**src/rtl/vrf_wb_seq_if.sv**
```systemverilog
// Bundles the result-vector input, VRF write port and hazard lookup of the
// write-back sequencer. The slave modport is the sequencer's view.
interface vrf_wb_seq_if #(
  parameter int DATA_WIDTH = 32,
  parameter int REG_NUM    = 32,
  parameter int LANES      = 4
);
  localparam int ADDR_B = (REG_NUM > 1) ? $clog2(REG_NUM) : 1;
  localparam int ELEM_B = (LANES > 1) ? $clog2(LANES) : 1;

  logic                        res_valid_i;
  logic                        res_ready_o;
  logic [ADDR_B-1:0]           res_addr_i;
  logic [LANES*DATA_WIDTH-1:0] res_data_i;
  logic [LANES-1:0]            res_mask_i;
  logic [ADDR_B-1:0]           wr_addr_o;
  logic                        wr_req_o;
  logic                        wr_en_o;
  logic [ELEM_B-1:0]           wr_elem_cnt_o;
  logic [DATA_WIDTH-1:0]       wdata_o;
  logic                        wr_ready_o;
  logic [ADDR_B-1:0]           chk_addr_i;
  logic                        hazard_o;
  logic                        busy_o;

  modport slave (
    input  res_valid_i, res_addr_i, res_data_i, res_mask_i, chk_addr_i,
    output res_ready_o, wr_addr_o, wr_req_o, wr_en_o, wr_elem_cnt_o,
           wdata_o, wr_ready_o, hazard_o, busy_o
  );

  modport master (
    output res_valid_i, res_addr_i, res_data_i, res_mask_i, chk_addr_i,
    input  res_ready_o, wr_addr_o, wr_req_o, wr_en_o, wr_elem_cnt_o,
           wdata_o, wr_ready_o, hazard_o, busy_o
  );
endinterface

```
**src/rtl/vrf_wb_seq.sv**
```systemverilog
// Write-back sequencer: buffers whole result vectors in a small FIFO and
// replays each one element per cycle on the VRF single-element write port.
// Also answers RAW-hazard lookups for registers that still have writes pending.
module vrf_wb_seq #(
  parameter int DATA_WIDTH = 32,
  parameter int REG_NUM    = 32,
  parameter int LANES      = 4,
  parameter int BUF_DEPTH  = 2
) (
  input  logic          clk_i,
  input  logic          rst_i,
  vrf_wb_seq_if.slave   bus
);
  localparam int ADDR_B = (REG_NUM > 1) ? $clog2(REG_NUM) : 1;
  localparam int ELEM_B = (LANES > 1) ? $clog2(LANES) : 1;
  localparam int PTR_B  = (BUF_DEPTH > 1) ? $clog2(BUF_DEPTH) : 1;
  localparam int CNT_W  = $clog2(BUF_DEPTH + 1);
  localparam logic [ELEM_B-1:0] LAST_IDX = ELEM_B'(LANES - 1);

  typedef enum logic [1:0] {IDLE, REQ, WRITE, LAST} state_e;

  // FIFO storage and bookkeeping
  logic [ADDR_B-1:0]                 addr_mem_q [BUF_DEPTH];
  logic [ADDR_B-1:0]                 addr_mem_d [BUF_DEPTH];
  logic [LANES-1:0][DATA_WIDTH-1:0]  data_mem_q [BUF_DEPTH];
  logic [LANES-1:0][DATA_WIDTH-1:0]  data_mem_d [BUF_DEPTH];
  logic [LANES-1:0]                  mask_mem_q [BUF_DEPTH];
  logic [LANES-1:0]                  mask_mem_d [BUF_DEPTH];
  logic [BUF_DEPTH-1:0]              vld_q, vld_d;
  logic [PTR_B-1:0]                  wr_ptr_q, wr_ptr_d;
  logic [PTR_B-1:0]                  rd_ptr_q, rd_ptr_d;
  logic [CNT_W-1:0]                  count_q, count_d;

  // Sequencer state, active vector and registered VRF-side outputs
  state_e                            state_q, state_d;
  logic [ELEM_B-1:0]                 cnt_q, cnt_d;
  logic [ADDR_B-1:0]                 act_addr_q, act_addr_d;
  logic [LANES-1:0][DATA_WIDTH-1:0]  act_data_q, act_data_d;
  logic [LANES-1:0]                  act_mask_q, act_mask_d;
  logic [ADDR_B-1:0]                 wr_addr_q, wr_addr_d;
  logic                              wr_req_q, wr_req_d;
  logic                              wr_en_q, wr_en_d;
  logic [ELEM_B-1:0]                 wr_cnt_q, wr_cnt_d;
  logic [DATA_WIDTH-1:0]             wdata_q, wdata_d;
  logic                              wr_ready_q, wr_ready_d;

  logic push;
  logic pop;
  logic res_ready;
  logic hazard;

  function automatic logic [PTR_B-1:0] ptr_inc(input logic [PTR_B-1:0] p);
    ptr_inc = (p == PTR_B'(BUF_DEPTH - 1)) ? '0 : p + PTR_B'(1);
  endfunction

  assign res_ready = (count_q != CNT_W'(BUF_DEPTH));
  assign push      = bus.res_valid_i && res_ready;
  assign pop       = ((state_q == IDLE) || (state_q == LAST)) && (count_q != '0);

  // FIFO next-state: write at the tail on push, retire the head on pop
  always_comb begin
    addr_mem_d = addr_mem_q;
    data_mem_d = data_mem_q;
    mask_mem_d = mask_mem_q;
    vld_d      = vld_q;
    wr_ptr_d   = wr_ptr_q;
    rd_ptr_d   = rd_ptr_q;
    count_d    = count_q;
    if (push) begin
      addr_mem_d[wr_ptr_q] = bus.res_addr_i;
      data_mem_d[wr_ptr_q] = bus.res_data_i;
      mask_mem_d[wr_ptr_q] = bus.res_mask_i;
      vld_d[wr_ptr_q]      = 1'b1;
      wr_ptr_d             = ptr_inc(wr_ptr_q);
      count_d              = count_d + CNT_W'(1);
    end
    if (pop) begin
      vld_d[rd_ptr_q] = 1'b0;
      rd_ptr_d        = ptr_inc(rd_ptr_q);
      count_d         = count_d - CNT_W'(1);
    end
  end

  // FIFO registers
  always_ff @(posedge clk_i or posedge rst_i) begin
    if (rst_i) begin
      for (int i = 0; i < BUF_DEPTH; i++) begin
        addr_mem_q[i] <= '0;
        data_mem_q[i] <= '0;
        mask_mem_q[i] <= '0;
      end
      vld_q    <= '0;
      wr_ptr_q <= '0;
      rd_ptr_q <= '0;
      count_q  <= '0;
    end else begin
      addr_mem_q <= addr_mem_d;
      data_mem_q <= data_mem_d;
      mask_mem_q <= mask_mem_d;
      vld_q      <= vld_d;
      wr_ptr_q   <= wr_ptr_d;
      rd_ptr_q   <= rd_ptr_d;
      count_q    <= count_d;
    end
  end

  // Sequencer next-state; VRF outputs are decoded from the next state so
  // they can be registered and never see the res_* inputs combinationally
  always_comb begin
    state_d    = state_q;
    cnt_d      = cnt_q;
    act_addr_d = act_addr_q;
    act_data_d = act_data_q;
    act_mask_d = act_mask_q;
    case (state_q)
      IDLE, LAST: begin
        if (pop) begin
          state_d    = REQ;
          act_addr_d = addr_mem_q[rd_ptr_q];
          act_data_d = data_mem_q[rd_ptr_q];
          act_mask_d = mask_mem_q[rd_ptr_q];
        end else begin
          state_d = IDLE;
        end
      end
      REQ: begin
        state_d = WRITE;
        cnt_d   = '0;
      end
      WRITE: begin
        if (cnt_q == LAST_IDX) begin
          state_d = LAST;
        end else begin
          cnt_d = cnt_q + ELEM_B'(1);
        end
      end
      default: state_d = IDLE;
    endcase

    wr_addr_d  = '0;
    wr_req_d   = 1'b0;
    wr_en_d    = 1'b0;
    wr_cnt_d   = '0;
    wdata_d    = '0;
    wr_ready_d = 1'b0;
    if ((state_d == REQ) || (state_d == WRITE)) begin
      wr_addr_d = act_addr_d;
    end
    if (state_d == REQ) begin
      wr_req_d = 1'b1;
    end
    if (state_d == WRITE) begin
      wr_en_d    = act_mask_d[cnt_d];
      wr_cnt_d   = cnt_d;
      wdata_d    = act_data_d[cnt_d];
      wr_ready_d = (cnt_d == LAST_IDX);
    end
  end

  // Sequencer registers; reset drops any partially written vector at once
  always_ff @(posedge clk_i or posedge rst_i) begin
    if (rst_i) begin
      state_q    <= IDLE;
      cnt_q      <= '0;
      act_addr_q <= '0;
      act_data_q <= '0;
      act_mask_q <= '0;
      wr_addr_q  <= '0;
      wr_req_q   <= 1'b0;
      wr_en_q    <= 1'b0;
      wr_cnt_q   <= '0;
      wdata_q    <= '0;
      wr_ready_q <= 1'b0;
    end else begin
      state_q    <= state_d;
      cnt_q      <= cnt_d;
      act_addr_q <= act_addr_d;
      act_data_q <= act_data_d;
      act_mask_q <= act_mask_d;
      wr_addr_q  <= wr_addr_d;
      wr_req_q   <= wr_req_d;
      wr_en_q    <= wr_en_d;
      wr_cnt_q   <= wr_cnt_d;
      wdata_q    <= wdata_d;
      wr_ready_q <= wr_ready_d;
    end
  end

  // Hazard lookup over buffered entries plus the vector being written out
  always_comb begin
    hazard = 1'b0;
    for (int i = 0; i < BUF_DEPTH; i++) begin
      if (vld_q[i] && (addr_mem_q[i] == bus.chk_addr_i)) begin
        hazard = 1'b1;
      end
    end
    if ((state_q != IDLE) && (act_addr_q == bus.chk_addr_i)) begin
      hazard = 1'b1;
    end
  end

  assign bus.res_ready_o   = res_ready;
  assign bus.wr_addr_o     = wr_addr_q;
  assign bus.wr_req_o      = wr_req_q;
  assign bus.wr_en_o       = wr_en_q;
  assign bus.wr_elem_cnt_o = wr_cnt_q;
  assign bus.wdata_o       = wdata_q;
  assign bus.wr_ready_o    = wr_ready_q;
  assign bus.hazard_o      = hazard;
  assign bus.busy_o        = (count_q != '0) || (state_q != IDLE);
endmodule

```
**src/flat_wrapper.sv**
```systemverilog
// flat-port wrapper written by rule: the top's interface ports become plain ports
module vrf_wb_seq_flat 
#(
  parameter int DATA_WIDTH = 32,
  parameter int REG_NUM    = 32,
  parameter int LANES      = 4,
  parameter int BUF_DEPTH  = 2
)
  (clk_i, rst_i, bus_res_valid_i, bus_res_addr_i, bus_res_data_i, bus_res_mask_i, bus_chk_addr_i, bus_res_ready_o, bus_wr_addr_o, bus_wr_req_o, bus_wr_en_o, bus_wr_elem_cnt_o, bus_wdata_o, bus_wr_ready_o, bus_hazard_o, bus_busy_o);
  vrf_wb_seq_if #(.DATA_WIDTH(DATA_WIDTH), .REG_NUM(REG_NUM), .LANES(LANES)) bus_i ();
  input  logic clk_i;
  input  logic rst_i;
  input wire logic [$bits(bus_i.res_valid_i)-1:0] bus_res_valid_i;
  input wire logic [$bits(bus_i.res_addr_i)-1:0] bus_res_addr_i;
  input wire logic [$bits(bus_i.res_data_i)-1:0] bus_res_data_i;
  input wire logic [$bits(bus_i.res_mask_i)-1:0] bus_res_mask_i;
  input wire logic [$bits(bus_i.chk_addr_i)-1:0] bus_chk_addr_i;
  output wire logic [$bits(bus_i.res_ready_o)-1:0] bus_res_ready_o;
  output wire logic [$bits(bus_i.wr_addr_o)-1:0] bus_wr_addr_o;
  output wire logic [$bits(bus_i.wr_req_o)-1:0] bus_wr_req_o;
  output wire logic [$bits(bus_i.wr_en_o)-1:0] bus_wr_en_o;
  output wire logic [$bits(bus_i.wr_elem_cnt_o)-1:0] bus_wr_elem_cnt_o;
  output wire logic [$bits(bus_i.wdata_o)-1:0] bus_wdata_o;
  output wire logic [$bits(bus_i.wr_ready_o)-1:0] bus_wr_ready_o;
  output wire logic [$bits(bus_i.hazard_o)-1:0] bus_hazard_o;
  output wire logic [$bits(bus_i.busy_o)-1:0] bus_busy_o;
  assign bus_i.res_valid_i = bus_res_valid_i;
  assign bus_i.res_addr_i = bus_res_addr_i;
  assign bus_i.res_data_i = bus_res_data_i;
  assign bus_i.res_mask_i = bus_res_mask_i;
  assign bus_i.chk_addr_i = bus_chk_addr_i;
  assign bus_res_ready_o = bus_i.res_ready_o;
  assign bus_wr_addr_o = bus_i.wr_addr_o;
  assign bus_wr_req_o = bus_i.wr_req_o;
  assign bus_wr_en_o = bus_i.wr_en_o;
  assign bus_wr_elem_cnt_o = bus_i.wr_elem_cnt_o;
  assign bus_wdata_o = bus_i.wdata_o;
  assign bus_wr_ready_o = bus_i.wr_ready_o;
  assign bus_hazard_o = bus_i.hazard_o;
  assign bus_busy_o = bus_i.busy_o;
  vrf_wb_seq #(.DATA_WIDTH(DATA_WIDTH), .REG_NUM(REG_NUM), .LANES(LANES), .BUF_DEPTH(BUF_DEPTH)) u_core (.clk_i(clk_i), .rst_i(rst_i), .bus(bus_i));
endmodule
```
**config.mk**
```make
export PLATFORM = sky130hd
export DESIGN_NAME = vrf_wb_seq_flat
export DESIGN_NICKNAME = d
export VERILOG_FILES = /design/src/rtl/vrf_wb_seq_if.sv /design/src/rtl/vrf_wb_seq.sv /design/src/flat_wrapper.sv
export SDC_FILE = /design/constraint.sdc
export NUM_CORES = 1
export LEC_CHECK = 0
export ABC_AREA = 0
export CORE_MARGIN = 2
export CORE_UTILIZATION = 34
export DETAILED_ROUTE_END_ITERATION = 7
export PLACE_DENSITY_LB_ADDON = 0.15
export SLEW_MARGIN = 20
export SYNTH_ARGS = -nofsm -noshare
export SYNTH_HDL_FRONTEND = slang
export SYNTH_SLANG_ARGS = --single-unit
```
**constraint.sdc**
```tcl
create_clock -name clk_i -period 16.12 [get_ports clk_i]
set_clock_uncertainty 0.05 [all_clocks]
set_input_delay 1.612 -clock clk_i [delete_from_list [all_inputs] [get_ports clk_i]]
set_output_delay 1.612 -clock clk_i [all_outputs]
set_load 0.005 [all_outputs]
```
# ---- After elaboration in Yosys (flattened, before gate mapping)
# Index checks and enable logic that the tools add are counted.
dict set report totals {
  out_inout_bits 45
  word_cells 126
  in_bits 145
  register_bits 463
}
dict set report classes {
  n_addsub 5
  n_bitwise 5
  muxes 52
  n_lt_le_gt_ge 8
  eq_ne 11
  reduce_logical 15
}
# cell count
set op_table {}
lappend op_table {{two-way mux 128 bit} 6}
lappend op_table {{bitwise mux 256 bit} 1}
lappend op_table {{demux 128 bit (select 1 bit)} 1}
lappend op_table {{binary-select mux 32 bit (select 2 bit)} 1}
lappend op_table {{two-way mux 32 bit} 2}
lappend op_table {{two-way mux 5 bit} 7}
lappend op_table {{two-way mux 4 bit} 6}
lappend op_table {{== test 5 bit} 3}
lappend op_table {{two-way mux 2 bit} 7}
lappend op_table {{two-way mux 1 bit} 12}
lappend op_table {{bitwise mux 10 bit} 1}
lappend op_table {{== test 2 bit, second input constant} 5}
lappend op_table {{bitwise mux 8 bit} 1}
lappend op_table {{logical AND 1 bit} 8}
lappend op_table {{one-hot mux 2 bit (3 select lines)} 1}
lappend op_table {{demux 5 bit (select 1 bit)} 1}
lappend op_table {{adder 2 x 1 -> 2 bit, second input constant} 2}
lappend op_table {{demux 4 bit (select 1 bit)} 1}
lappend op_table {{== test 2 x 1 -> 1 bit, second input constant} 2}
lappend op_table {{>= comparator 2 bit, second input constant} 2}
lappend op_table {{< comparator 1 x 2 -> 1 bit, second input constant} 2}
lappend op_table {{inverter 1 -> 2 bit} 2}
lappend op_table {{one-hot mux 2 bit (2 select lines)} 1}
lappend op_table {{nonzero test 2 bit} 2}
lappend op_table {{other kinds (14)} 19}

# ---- Depth between registers and ports, before layout
# Gate-level depths: netlist of run 1.
dict set report logic_depth {
  word_depth 9
  ltp_mapped 14
  ltp_nobuf 8
}

# ---- Worst setup path after synthesis of run 1
# OpenSTA, ideal clock, no wires.
dict set report synth_timing {
  path_kind {input to output}
  start {in bus_chk_addr_i[2]}
  end {out bus_hazard_o}
  slack_ns 12.227
  cell_stages 4
  t_arrival_ns 2.231
  n_path_buf 0
  required_ns 14.458
  path_cell_list {xnor2_1 > nand4_1 > or3_1 > nand3_1}
}
dict set report synth_via {
  elab_chain_len 5
}
# item line
set synth_rtl {}
lappend synth_rtl {{start: declaration} flat_wrapper.sv:17} ;# input wire logic [$bits(bus_i.chk_addr_i)-1:0] bus_chk_addr_i;
lappend synth_rtl {{== test 5 bit} vrf_wb_seq.sv:193} ;# if (vld_q[i] && (addr_mem_q[i] == bus.chk_addr_i)) begin
lappend synth_rtl {{logical AND 1 bit} vrf_wb_seq.sv:193}
lappend synth_rtl {{two-way mux 1 bit (2 in a row)} vrf_wb_seq.sv:193}
lappend synth_rtl {{two-way mux 1 bit *} vrf_wb_seq.sv:197} ;# if ((state_q != IDLE) && (act_addr_q == bus.chk_addr_i)) begin
lappend synth_rtl {{end: declaration} flat_wrapper.sv:25} ;# output wire logic [$bits(bus_i.hazard_o)-1:0] bus_hazard_o;
# Mark *: on every way between the ends. The rest lies on a longest branch, timed or not.

# ---- Final worst setup path of run 1
dict set report layout_timing {
  start {in bus_chk_addr_i[3]}
  end {out bus_hazard_o}
}
# The elaborated chain is that of the path after synthesis.

==> results of run 1 <==
## registers in the layout (all words and copies together), names as in the netlist, 4 cells and up
register	flops
u_core.data_mem_q	256
u_core.act_data_q	128
u_core.bus.wdata_o	32
u_core.addr_mem_q	10
u_core.mask_mem_q	8
u_core.act_addr_q	5
u_core.bus.wr_addr_o	5
u_core.act_mask_q	4
## layer usage
layer  wire length, um  global-route usage (%)  part of all wire [%]  vias up
li1                  -                       -                     -     5413
met1             24160                   24.31                    49     6138
met2             22100                   25.18                    45      201
met3              1866                   2.513                   3.8       54
met4               847                   4.573                   1.7        2
met5                13                       0                 0.027        -
## stage by stage
step / utilization, % / total power [uW] / instances / hold WS, ns / instance area, um2
floorplan: - / 3836 / 1428 / 0.4248 / 19630
global placement: 38.32 / 4458 / 2288 / 0.4371 / 21980
detailed placement: 38.32 / 4516 / 2288 / 0.4436 / 21980
CTS: 41.05 / 5643 / 2377 / 0.4562 / 23550
global route: 41.11 / 5960 / 2379 / 0.4631 / 23580
finish: 41.11 / 5564 / 2380 / 0.4529 / 23580
## worst max-delay path: stages
cell,delay [ns]
clkdlybuf4s50_1,0.55
xnor2_1,0.14
nand4_1,0.11
or3_1,0.35
nand3_1,0.08
clkdlybuf4s50_1,0.50
## kinds of logic (layout without fill, tap and decap cells)
group,Yosys count,count (layout),share of synthesized area (%)
simple gates,32,32,0.8860
xor+xnor,21,21,0.9369
fa+ha+maj,6,6,0.3824
compound gates,310,310,8.579
other cells,0,2,0
mux,478,478,26.54
buf+inv,118,303,3.652
flops,463,463,59.02
## cell type report
cell class	count	share of cell area, %
flip-flops and latches	463	49.14
multi-input cells	847	31.31
repair buffers	204	8.653
clock buffers	83	6.435
well taps	765	4.059
clock inverters	6	0.1910
inverters	10	0.1910
diodes	2	0.02122
## synthesized netlist by cell type (all sizes together)
cell	number
nor2	2
and2	3
nor2b	9
a31oi	1
a21oi	5
o22a	1
mux2i	138
ha	6
nand3	3
o21ai	270
nand2b	1
inv	10
xor2	11
a22o	33
or3	1
clkbuf	29
nand2	9
or2	1
dfrtp	463
buf	79
xnor2	10
mux2	340
nand4	1
nor4	2
## worst paths after layout
kind,from,end,slack [ns]
setup / recovery,bus_chk_addr_i[3],bus_hazard_o,11.11
min in group asynchronous,rst_i,u_core.bus.wr_addr_o[3],1.49
hold reg to reg,u_core.data_mem_q[125],u_core.data_mem_q[125],0.45
setup reg to reg,u_core.rd_ptr_q,u_core.bus.wdata_o[20],12.07
max in group asynchronous,rst_i,u_core.act_data_q[78],11.51
hold / removal,u_core.data_mem_q[125],u_core.data_mem_q[125],0.45
## power breakdown
| group | total (uW) | internal (uW) | leakage, uW | switching (uW) |
|---|---|---|---|---|
| logic | 2450 | 1120 | 0.00365 | 1330 |
| registers | 2020 | 1750 | 0.00561 | 268 |
| clock network | 1100 | 638 | 0.000765 | 460 |
| total | 5560 | 3510 | 0.0100 | 2050 |
==> reports/metrics.csv, run 1 <==
stage;metric;value;unit
clock_network;Clock Latency Late Sink;0.59;ns
sta;slew margin rel.;29.83;%
routing;DRT antenna net count;0;
finish;area growth from synthesis to layout;20.14;%
floorplan;Core Box Area;57370;um2
grt;residual overflow from global routing;0;
grt;initial antenna violation count;4;
synthesis;share of the yosys chip area belonging to registers;59.02;%
synthesis;syn_area_per_cell;13.75;um2
synthesis;FF+latch count, synth;463;
floorplan;Core Rows;88;
placed_design;GP Congestion;0.7369;
placed_design;Port Buffers;189;
grt;pin count of the biggest net entering global routing;139;
clock_network;Worst-path clk slew;0.05;ns
sta;Setup TNS;0;ns
setup_path;Setup Crit Path Kind;input port to output port;
setup_path;CP Max Fanout;3;
sta;Final Critical Period;5.006;ns
routing;drt wl/cell;20.58;um
setup_path;Arr. time, crit path;3.34;ns
synthesis;Synth Instances;1428;
sta;unrepaired setup endpoints after global routing;no;
synthesis;Ys Warns;0;
routing;Iteration-0 DRC Markers;561;
floorplan;Die H;244.3;um
routing;Post-route DRC;0;
min_path;HP Class;flip-flop to flip-flop;
clock_network;post-cts sizing count;0;
synthesis;Yosys top cell area share;59.02;%
sta;crit share post-route;31.05;%
placed_design;Detail Placement HPWL;29190;um
sta;post-route setup slack;11.11;ns
finish;highest-count cells in the layout ignoring fill and taps;dfrtp_1, mux2_2, clkdlybuf4s50_1;
finish;Reg area;11590;um2
power_and_ir_drop;Peak VDD IR;131.1;uV
clock_network;H-tree depth;2;
floorplan;Initial Util;34.22;%
sta;worst slew pin tran;1.053;ns
synthesis;Synth area leaders;dfrtp_1, mux2_2, mux2i_1;
sta;Fmax;199.8;MHz
synthesis;top cell type by total area after synthesis;dfrtp_1;
grt;Overall Global Routing Usage;16.50;%
clock_network;TritonCTS clock tree;built;
finish;fill count;5377;
floorplan;I/O pin count;190;
setup_path;type of element launching the critical path;input port;
finish;fin nets;1728;
finish;most common cell after layout, fill and taps aside;dfrtp_1;
routing;total wire length;48980;um
grt;global-route wire length before repair;76160;um
clock_network;Inserted Clock Buffers;51;
clock_network;hold-fix buffers at CTS;0;
placed_design;Post-Place Worst Slack;10.65;ns
floorplan;die span in x;244.3;um
synthesis;unique cell type count in the Yosys netlist;31;
clock_network;clk sinks;463;
power_and_ir_drop;PwrDens;235.9;nW/um2
setup_path;worst reg2reg path depth;6;
power_and_ir_drop;Leak;0.01002;uW
grt;number of global-route vias before repair;12380;
setup_path;Req. time, crit path;14.46;ns
finish;combined area of the multi-input logic cells;7383;um2
synthesis;post-synthesis net count;1579;
clock_network;post-CTS setup buffer count;0;
run_status;status;complete, no violations;
sta;Final Hold Fails;0;
sta;endpoints failing setup;0;
synthesis;mapped cell area;19630;um2
clock_network;worst-case clock buffer depth;3;
job;Max Cap Viol;0;
routing;DR pass1 iterations;4;
routing;number of vias per cell;4.961;
setup_path;Worst Setup End Kind;output port;
min_path;hold path cells;1;
finish;layout cells sized above 1;26.78;%
routing;Vias;11810;
sta;max-slew violations;0;
floorplan;full die area;59670;um2
clock_network;root buffer cell;clkbuf_16;
Note: power is estimated with default switching activity, not from simulation.
==> run 2, diff against run 1 <==
clock period = 4.15 ns   (was 16.12 ns; I/O delays follow)
==> run 2 against run 1 <==
Net effect: cell count is 0.76% higher; clock power grew to 4.2 times the previous value; design area is 1.7% higher; die area stayed put; first-iteration DRC count is 3.6% lower; critical path depth is 1 higher; total power grew to 4.0 times the previous value; largest power group unchanged.
==> reports/metrics.csv, run 2 (synthesis results as in run 1) <==
stage;metric;value;unit
power_and_ir_drop;PwrDens;920.8;nW/um2
setup_path;CP Max Fanout;67;
finish;most common cell after layout, fill and taps aside;dfrtp_1;
routing;DRT antenna net count;0;
placed_design;DP Area;22270;um2
grt;number of global-route vias before repair;12580;
clock_network;Worst-path clk slew;0.06;ns
grt;pin count of the biggest net entering global routing;146;
setup_path;slowest CP cell;buf_4;
sta;endpoints failing setup;0;
sta;Final Hold Fails;0;
finish;highest-count cells in the layout ignoring fill and taps;dfrtp_1, mux2_2, clkdlybuf4s50_1;
setup_path;worst path cell trace;inv_1, ha_4, buf_4, a31oi_1, and2_2, buf_12, a22o_1;
routing;drt wl/cell;20.56;um
min_path;HP Class;input port to async pin;
finish;layout cells sized above 1;28.41;%
routing;total wire length;49310;um
power_and_ir_drop;Leak;0.01023;uW
finish;fill count;5326;
floorplan;die span in x;244.3;um
floorplan;Initial Util;34.22;%
setup_path;Arr. time, crit path;3.44;ns
clock_network;H-tree depth;2;
floorplan;I/O pin count;190;
clock_network;post-CTS setup buffer count;0;
grt;Overall Global Routing Usage;16.69;%
clock_network;hold-fix buffers at CTS;0;
routing;number of vias per cell;4.919;
grt;initial antenna violation count;1;
setup_path;Req. time, crit path;4.57;ns
sta;unrepaired setup endpoints after global routing;no;
routing;Vias;11800;
finish;area growth from synthesis to layout;22.15;%
grt;residual overflow from global routing;0;
setup_path;Setup crit start;u_core.state_q[0];
sta;slew margin rel.;36.92;%
floorplan;Die H;244.3;um
setup_path;Max stage delay on crit path;0.65;ns
clock_network;clk sinks;463;
finish;Largest register FFs;256;
sta;worst slew pin tran;0.9462;ns
floorplan;Core Rows;88;
grt;global-route wire length before repair;77020;um
setup_path;type of element launching the critical path;flip-flop;
sta;Fmax;331.0;MHz
setup_path;CP bufs+invs;3;
finish;number of diodes;0;
routing;DR pass1 iterations;4;
clock_network;worst-case clock buffer depth;3;
run_status;status;complete, no violations;
setup_path;Reg-to-Reg Start;u_core.state_q[0];
finish;fin area;23980;um2
routing;Post-route DRC;0;
clock_network;Inserted Clock Buffers;51;
sta;max-slew violations;0;
finish;fin nets;1744;
job;Max Cap Viol;0;
finish;Top reg by flops;u_core.data_mem_q;
clock_network;TritonCTS clock tree;built;
finish;Layout Cells excl Fill;2398;
floorplan;full die area;59670;um2
placed_design;Cells after DPL;2305;
placed_design;Port Buffers;189;
setup_path;Worst Setup End Kind;flip-flop;
placed_design;GP Congestion;0.7135;
placed_design;Detail Placement HPWL;31130;um
clock_network;Clock Latency Late Sink;0.59;ns
routing;Iteration-0 DRC Markers;541;
floorplan;Core Box Area;57370;um2
sta;Final Critical Period;3.021;ns
setup_path;CP top delay family;buffers and inverters;
clock_network;post-cts sizing count;0;
setup_path;Setup Crit Path Kind;flip-flop to flip-flop;
clock_network;root buffer cell;clkbuf_16;
sta;crit share post-route;72.80;%
power_and_ir_drop;Peak VDD IR;910.1;uV
==> run 2: routing by layer <==
layer / up-vias / global-route usage [%] / routed length, um
met1: 6112 / 25.01 / 24700
met4: 0 / 3.515 / 796
li1: 5444 / - / -
met5: - / 0 / 0
met3: 56 / 2.952 / 1783
met2: 184 / 25.18 / 22030
==> run 2: worst paths after layout <==
kind                                          endpoint  cells past startpoint  slack [ns]
max in group asynchronous       u_core.act_data_q[121]                      3        2.70
worst min-delay path              u_core.act_data_q[2]                      2        0.28
worst min register to register   u_core.data_mem_q[59]                      1        0.45
worst max-delay path            u_core.bus.wdata_o[21]                      7        1.13
worst max register to register  u_core.bus.wdata_o[21]                      7        1.13
min in group clk_i              u_core.data_mem_q[163]                      2        0.42
==> run 2: cell type report <==
| class | count | area, um2 | area share, % |
|---|---|---|---|
| Tap cell | 765 | 957.2 | 3.992 |
| Inverter | 10 | 41.29 | 0.1722 |
| Clock buffer | 74 | 1503 | 6.267 |
| Clock inverter | 19 | 203.9 | 0.8506 |
| Sequential cell | 463 | 11590 | 48.34 |
| Multi-Input combinational cell | 847 | 7383 | 30.79 |
| Timing Repair Buffer | 220 | 2300 | 9.591 |
==> run 2: stage by stage <==
step / TNS, ns / total power, uW / hold slack [ns] / worst slack (ns) / utilization, %
after floorplan: -1195.44 / 14900 / 0.4248 / -2.582 / -
after global placement: 0 / 17460 / 0.4367 / 1.188 / 38.82
after detailed placement: 0 / 17730 / 0.4436 / 1.118 / 38.82
after CTS: 0 / 22440 / 0.2726 / 1.101 / 41.80
after global routing: 0 / 23670 / 0.3131 / 0.9423 / 41.80
final: 0 / 22080 / 0.2821 / 1.129 / 41.80
==> run 2: power by group <==
part           leakage, uW  internal (uW)  switching [uW]  total, uW
Combinational      0.00377           4510            5150       9660
Clock             0.000848           2750            1840       4590
Sequential         0.00561           6800            1030       7830
